<file path="config.mk">
export PLATFORM = sky130hd
export DESIGN_NAME = serial_mag_comp
export DESIGN_NICKNAME = d
export VERILOG_FILES = /design/src/rtl/serial_comp_pkg.sv /design/src/rtl/serial_mag_comp_one_bit_rel.sv /design/src/rtl/serial_mag_comp.sv
export SDC_FILE = /design/constraint.sdc
export NUM_CORES = 1
export LEC_CHECK = 0
export CELL_PAD_IN_SITES_DETAIL_PLACEMENT = 1
export CELL_PAD_IN_SITES_GLOBAL_PLACEMENT = 1
export CORE_MARGIN = 3
export CORE_UTILIZATION = 34
export CTS_BUF_LIST = sky130_fd_sc_hd__clkbuf_4 sky130_fd_sc_hd__clkbuf_8 sky130_fd_sc_hd__clkbuf_16
export DETAILED_ROUTE_END_ITERATION = 12
export PLACE_DENSITY_LB_ADDON = 0.08
export SYNTH_ARGS = -nofsm -noshare
export SYNTH_HDL_FRONTEND = slang
export SYNTH_SLANG_ARGS = --single-unit
</file>
<file path="constraint.sdc">
create_clock -name clk -period 1.5 [get_ports clk]
set_input_delay 0.45 -clock clk [delete_from_list [all_inputs] [get_ports clk]]
set_output_delay 0.45 -clock clk [all_outputs]
set_load 0.01 [all_outputs]
</file>
<file path="src/rtl/serial_comp_pkg.sv">
// serial_comp_pkg
//   Shared types and helpers for the bit-serial magnitude comparator.
//   - state_t   : FSM states (IDLE, SHIFT, DONE)
//   - rel_t     : accumulated word relation (REL_EQ / REL_GT / REL_LT)
//   - bit_rel_t : one-hot relation of a single bit pair {gt, eq, lt}
//   - rel_next  : folds one bit-pair relation into the running word relation
package serial_comp_pkg;

  typedef enum logic [1:0] {
    IDLE  = 2'd0,
    SHIFT = 2'd1,
    DONE  = 2'd2
  } state_t;

  typedef enum logic [1:0] {
    REL_EQ = 2'b00,
    REL_GT = 2'b01,
    REL_LT = 2'b10
  } rel_t;

  typedef struct packed {
    logic gt;
    logic eq;
    logic lt;
  } bit_rel_t;

  // Bits arrive LSB first, so any differing bit overrides whatever the
  // lower bits decided; equal bits leave the running relation alone.
  function automatic rel_t rel_next(input rel_t rel, input bit_rel_t r);
    rel_t res;
    res = rel;
    if (r.eq)      res = rel;
    else if (r.gt) res = REL_GT;
    else if (r.lt) res = REL_LT;
    return res;
  endfunction

endpackage

</file>
<file path="src/rtl/serial_mag_comp_one_bit_rel.sv">
// one_bit_rel
//   Combinational relation of a single bit pair.
//   Ports:
//     a, b   in  : operand bits
//     gt     out : a=1, b=0
//     eq     out : a==b
//     lt     out : a=0, b=1
module one_bit_rel (
  input  logic a,
  input  logic b,
  output logic gt,
  output logic eq,
  output logic lt
);

  assign gt = a & ~b;
  assign eq = ~(a ^ b);
  assign lt = ~a & b;

endmodule

</file>
<file path="src/rtl/serial_mag_comp.sv">
// serial_mag_comp
//   Bit-serial unsigned magnitude comparator. Operand bit pairs arrive LSB
//   first, one per accepted cycle; the word-level relation is accumulated in
//   rel and published on gt/eq/lt (with a one-cycle done pulse) on the edge
//   that leaves the DONE state.
//
//   Handshake: a bit pair is accepted on a rising edge when valid=1 and the
//   FSM is in SHIFT, or when start=1 (start with valid consumes bit 0). There
//   is no back-pressure: the comparator accepts every qualifying pair.
//
//   Ports:
//     clk, rst_n    : clock, asynchronous active-low reset
//     start         : begin a new word (also aborts a word in flight)
//     valid         : a_bit/b_bit hold a bit pair this cycle
//     a_bit, b_bit  : operand bits, LSB first
//     busy          : FSM is in SHIFT
//     done          : one-cycle pulse when gt/eq/lt update
//     gt, eq, lt    : registered result, held until the next done
//     bit_cnt       : bits accepted so far in the current word
//     state         : FSM state, exposed for observation
module serial_mag_comp
  import serial_comp_pkg::*;
#(
  parameter int WIDTH = 8,
  parameter int CNT_W = $clog2(WIDTH)
) (
  input  logic             clk,
  input  logic             rst_n,
  input  logic             start,
  input  logic             valid,
  input  logic             a_bit,
  input  logic             b_bit,
  output logic             busy,
  output logic             done,
  output logic             gt,
  output logic             eq,
  output logic             lt,
  output logic [CNT_W-1:0] bit_cnt,
  output state_t           state
);

  localparam logic [CNT_W-1:0] LAST_BIT = CNT_W'(WIDTH - 1);

  state_t           state_q, state_d;
  rel_t             rel_q, rel_d;
  logic [CNT_W-1:0] cnt_q, cnt_d;
  logic             done_q;
  logic             gt_q, eq_q, lt_q;

  logic     pair_gt, pair_eq, pair_lt;
  bit_rel_t pair_rel;

  one_bit_rel u_bit_rel (
    .a  (a_bit),
    .b  (b_bit),
    .gt (pair_gt),
    .eq (pair_eq),
    .lt (pair_lt)
  );

  assign pair_rel = '{gt: pair_gt, eq: pair_eq, lt: pair_lt};

  // Next-state, relation and counter logic. start wins in every state so a
  // word in flight is simply discarded and restarted.
  always_comb begin
    state_d = state_q;
    rel_d   = rel_q;
    cnt_d   = cnt_q;
    if (start) begin
      state_d = SHIFT;
      if (valid) begin
        rel_d = rel_next(REL_EQ, pair_rel);
        cnt_d = CNT_W'(1);
      end else begin
        rel_d = REL_EQ;
        cnt_d = '0;
      end
    end else begin
      unique case (state_q)
        IDLE: begin
          state_d = IDLE;
        end
        SHIFT: begin
          if (valid) begin
            rel_d = rel_next(rel_q, pair_rel);
            if (cnt_q == LAST_BIT) begin
              state_d = DONE;
              cnt_d   = '0;
            end else begin
              cnt_d = cnt_q + CNT_W'(1);
            end
          end
        end
        DONE: begin
          state_d = IDLE;
        end
        default: begin
          state_d = IDLE;
          rel_d   = REL_EQ;
          cnt_d   = '0;
        end
      endcase
    end
  end

  always_ff @(posedge clk or negedge rst_n) begin
    if (!rst_n) begin
      state_q <= IDLE;
      rel_q   <= REL_EQ;
      cnt_q   <= '0;
    end else begin
      state_q <= state_d;
      rel_q   <= rel_d;
      cnt_q   <= cnt_d;
    end
  end

  // Result registers load from the final relation while leaving DONE; the
  // relation register may be cleared by a back-to-back start on that same
  // edge, but the old value is what gets published.
  always_ff @(posedge clk or negedge rst_n) begin
    if (!rst_n) begin
      done_q <= 1'b0;
      gt_q   <= 1'b0;
      eq_q   <= 1'b0;
      lt_q   <= 1'b0;
    end else begin
      done_q <= (state_q == DONE);
      if (state_q == DONE) begin
        gt_q <= (rel_q == REL_GT);
        eq_q <= (rel_q == REL_EQ);
        lt_q <= (rel_q == REL_LT);
      end
    end
  end

  assign busy    = (state_q == SHIFT);
  assign done    = done_q;
  assign gt      = gt_q;
  assign eq      = eq_q;
  assign lt      = lt_q;
  assign bit_cnt = cnt_q;
  assign state   = state_q;

endmodule
</file>
# Word level (Yosys, flattened, before mapping)
# Index checks and enable logic that the tools add are counted.
# totals
in_bits	6
wordCells	48
regBits	11
out_inout_bits	10
# op_classes
n_reduce_logical	6
n_mux	19
bitwise	5
eq_ne	10
add_sub_neg	1
# ops
op	n
2-bit two-way mux	13
3-bit two-way mux	3
3-bit by 2-bit inequality test with 1-bit output, second input constant	2
3-bit one-hot mux with 2 select lines	1
2-bit by 1-bit == test with 1-bit output, second input constant	2
2-bit == test, second input constant	2
2-bit zero test	2
4-bit by 2-bit inequality test with 1-bit output, second input constant	1
2-bit one-hot mux with 2 select lines	1
2-bit AND reduction	2
4-bit AND reduction	1
3-bit by 1-bit adder with 3-bit output, second input constant	1
3-bit == test, second input constant	1
3-bit inequality test, second input constant	1
1-bit AND	2
2-bit by 1-bit inequality test with 1-bit output, second input constant	1
1-bit inverter	2
2-bit OR reduction	1
1-bit two-way mux	1
1-bit XOR	1

# Depth between registers and ports, before layout
# logic_depth
word_depth	8
depth_mapped	5
depth_no_buf	5

# By module
# From an unflattened synthesis, not the netlist that was laid out.
# unflattened
cells_unflattened	56
area_unflattened_um2	579.3
# by_module_without_submodules
mod	instances	cells_per_inst	area_per_inst_um2	seq_area_each_um2
serial_mag_comp	1	52	546.8	275.3
one_bit_rel	1	4	32.5	0.0

# Least setup slack after synthesis
# No wires, ideal clock.
# synth_timing
path_type	input-to-reg
startpoint	input port a_bit
endpoint	register rel_q[1]
setup_ns	0.125
required_time_ns	1.375
t_arrival_ns	1.245
path_buffers	0
cell_stages	4
setup_slack_ns	0.130
path_cell_list	inv_1 ha_1 o21ai_2 mux2_4
# synth_via
elab_chain_cells	7
elab_cells_between_ends	16
cone_classes	eq/ne: 2; mux: 9; bitwise: 4; reduce/logical: 1
# synth_lines
item	line_no	rtl
start, declared	serial_mag_comp.sv:31	input logic a_bit,
1-bit inverter	serial_mag_comp_one_bit_rel.sv:18	assign lt = ~a & b;
1-bit AND	serial_mag_comp_one_bit_rel.sv:18	
2-bit two-way mux	serial_comp_pkg.sv:34	else if (r.lt) res = REL_LT;
2-bit two-way mux	serial_comp_pkg.sv:33	else if (r.gt) res = REL_GT;
2-bit two-way mux	serial_comp_pkg.sv:32	if (r.eq) res = rel;
2-bit two-way mux	serial_mag_comp.sv:71	if (valid) begin
2-bit two-way mux	serial_mag_comp.sv:69	if (start) begin
end signal, assigned	serial_mag_comp.sv:113	rel_q <= rel_d;
end, declared	serial_mag_comp.sv:45	rel_t rel_q, rel_d;
# Several ways; a longest one is shown, not always the timed one. The select of a mux whose other input is x is not followed.
# A chain may end at the register's enable or synchronous reset.

# Final worst setup path
# layout_timing
startpoint	register state_q[0] (netlist: state[0])
endpoint	output port busy
# layout_via
elab_chain_cells	1
# layout_lines
item	line_no	rtl
start, declared	serial_mag_comp.sv:44	state_t state_q, state_d;
start signal, assigned	serial_mag_comp.sv:112	state_q <= state_d;
2-bit by 1-bit == test with 1-bit output	serial_mag_comp.sv:137	assign busy = (state_q == SHIFT);
end, declared	serial_mag_comp.sv:33	output logic busy,
# No other way between the ends.

==> qor.csv <==
metric,value,unit
crit_path_end_kind,output port,
cts_tree,done,
start_util,0.376,
worstHoldStart,rel_q[0]$_DFFE_PN0P_,
die_w,47.5,um
drc,0,
worstReg2RegEnd,bit_cnt[0]$_DFFE_PN0P_,
dp_hpwl,1050,um
drt_iter0_markers,5,
max_freq,0.690,GHz
yosysUniqueCellTypes,23,
critPathKind,reg2out,
clk_latency,0.26,ns
status,"finished, final reports clean",
finalCriticalPeriod,1.45,ns
use_met1,0.167,
hold_viol,0,
holdPathStages,1,
placed_area,833,um2
timing.max_cap.violations,0,
num_io_pins,16,
syn2layout_area_growth,52.8,%
cp.arrival,1.00,ns
via_per_inst,4.98,
track_usage,0.139,
synth.cell_area,586,um2
syn_area_per_cell,9.92,um2
ir_drop,0.000323,V
required,1.05,ns
r2r_cells,5,
htreeDepth,1,
dieArea,0.00226,mm2
ant_nets,0,
root_buffer,clkbuf_4,
timing.hold.ws,0.460,ns
synth_largest_area_cell,dfrtp_1,
critical_path.max_fanout,2,
r2r_slack,0.08,ns
clock-sinks,11,
place_congestion,0.730,
p_leak,0.472,nW
yosys-top-cells-area,"dfrtp_1 47%, ha_1 8.5%, nand2_1 6.4%, o31ai_1 6.4%, a31oi_1 3.2%",
core-area,0.00156,mm2
fillers,184,
grt_pass1_vias,475,
p_per_area,746,mW/mm2
fin_tns_setup,0,ns
grt.busiest_layer,met2,
use_met2,0.222,
vias,528,
n_antenna_cell,0,
tightest_slew,0.320,ns
grt_pass1_wl,2100,um
reg2reg_from,bit_cnt[0]$_DFFE_PN0P_,
routed_wl,1330,um
syn_inst,59,
antenna_found_initial,0,
firstDrtPassIters,3,
final_cell_area,895,um2
post-route-period-util,0.966,
hold_path_class,reg2reg,
die_h,47.5,um
grt.met3_usage,0.0338,
relSlewSlack,0.786,
holdPathEnd,eq$_DFFE_PN0P_,
synth_seq_area_share,0.470,
critPathLaunchType,flop,
placementRows,14,
drive_gt1_frac,0.344,
grt_max_degree,12,
yosysWarnings,0,
finClkSkew,0.00323,ns
drv_slew,0,
yosysTopAreaCellShare,0.470,
synth-seq-cells,11,
cts_buffers,3,
syn_nets,69,
power.total,0.668,mW
clk_pin_slew,0.07,ns
rsz0062_at_grt,yes,
finalSetupViolations,0,
clockBufferDepth,2,
wl_per_cell,12.5,um
place.port_buffers,15,
nNetsFinal,101,
crit_start,state[0]$_DFFE_PN0P_,
grt_overflow_total,0,
worst max-delay path by stage:
stage	endpoint	cells past startpoint
after floorplan	rel_q[1]$_DFFE_PN0P_	4
after global placement	rel_q[1]$_DFFE_PN0P_	5
after detailed placement	rel_q[1]$_DFFE_PN0P_	5
after CTS	state[0]	2
after global routing	bit_cnt[0]$_DFFE_PN0P_	5
final	busy	4
flip-flops by register name, summed over array words and instances (netlist names):
name / cells
done: 1
bit_cnt: 3
gt: 1
eq: 1
state: 2
rel_q: 2
lt: 1
stage by stage:
step                setup slack [ns]  cells   util
finish                        0.0515    106  0.574
global route                 -0.0491    106  0.574
CTS                         -0.00795    105  0.567
detailed placement            -0.384    100  0.535
global placement              -0.364    100  0.535
floorplan                      0.130     59      -
cell type report:
type                    count  area (um2)  area share
multi-input cells          39         302       0.337
clock buffers               4        30.0      0.0336
flip-flops and latches     11         275       0.308
well taps                  16        20.0      0.0224
repair buffers             30         245       0.274
inverters                   6        22.5      0.0252
critical path, stage by stage (launching register included):
cell	delay (ns)
dfrtp_1	0.38
buf_4	0.14
nand2b_4	0.06
inv_2	0.03
buf_2	0.12
synthesized netlist by cell type:
cell type	instances
and3_1	1
o221ai_1	1
mux2_4	1
o21ai_2	1
nand2b_1	3
ha_1	4
a21oi_2	1
a31oi_1	3
nand3_1	1
nor2b_1	2
o32a_1	1
nand2_1	10
nor2_1	1
nand2_2	1
inv_1	4
mux2i_1	1
inv_2	2
buf_4	2
nor3_1	1
o31ai_1	5
o21ai_1	1
dfrtp_1	11
buf_2	1
report_power, final:
group          switching (mW)  leakage [nW]  internal [mW]
logic                  0.0579         0.311         0.0707
clock network          0.0957        0.0184          0.121
registers              0.0119         0.143          0.311
repair_timing:
item                                    4_1_cts  5_1_grt
pin swaps                                     3        3
hold buffers                                  0        0
resized for setup                            20        3
setup buffers                                 1        1
endpoints found under the setup margin       12        4
hold endpoints to repair                      0        0
placed cells by master (no fill, tap or decap), types with 2 or more instances in the layout:
| cell type | instances |
|---|---|
| buf_4 | 15 |
| nand2b_1 | 2 |
| o31ai_1 | 5 |
| ha_1 | 4 |
| nand2_1 | 10 |
| a31oi_1 | 2 |
| inv_1 | 4 |
| nor2b_1 | 2 |
| clkbuf_4 | 4 |
| inv_2 | 2 |
| clkdlybuf4s50_1 | 3 |
| dfrtp_1 | 11 |
| dlygate4sd2_1 | 8 |
layer usage:
metal / wire [um] / share of wire
met5: 0 / 0
met4: 20 / 0.015
met1: 636 / 0.48
met2: 631 / 0.47
met3: 41 / 0.031
cells by family after synthesis:
logic type,Yosys count,share of synthesized area
AND/OR/NAND/NOR,20,0.162
AO/OA/AOI/OAI,13,0.167
flip-flops,11,0.470
buffers and inverters,9,0.0726
adder cells (fa/ha/maj),4,0.0855
multiplexers,2,0.0427
Power figures use the tool's default switching activity.
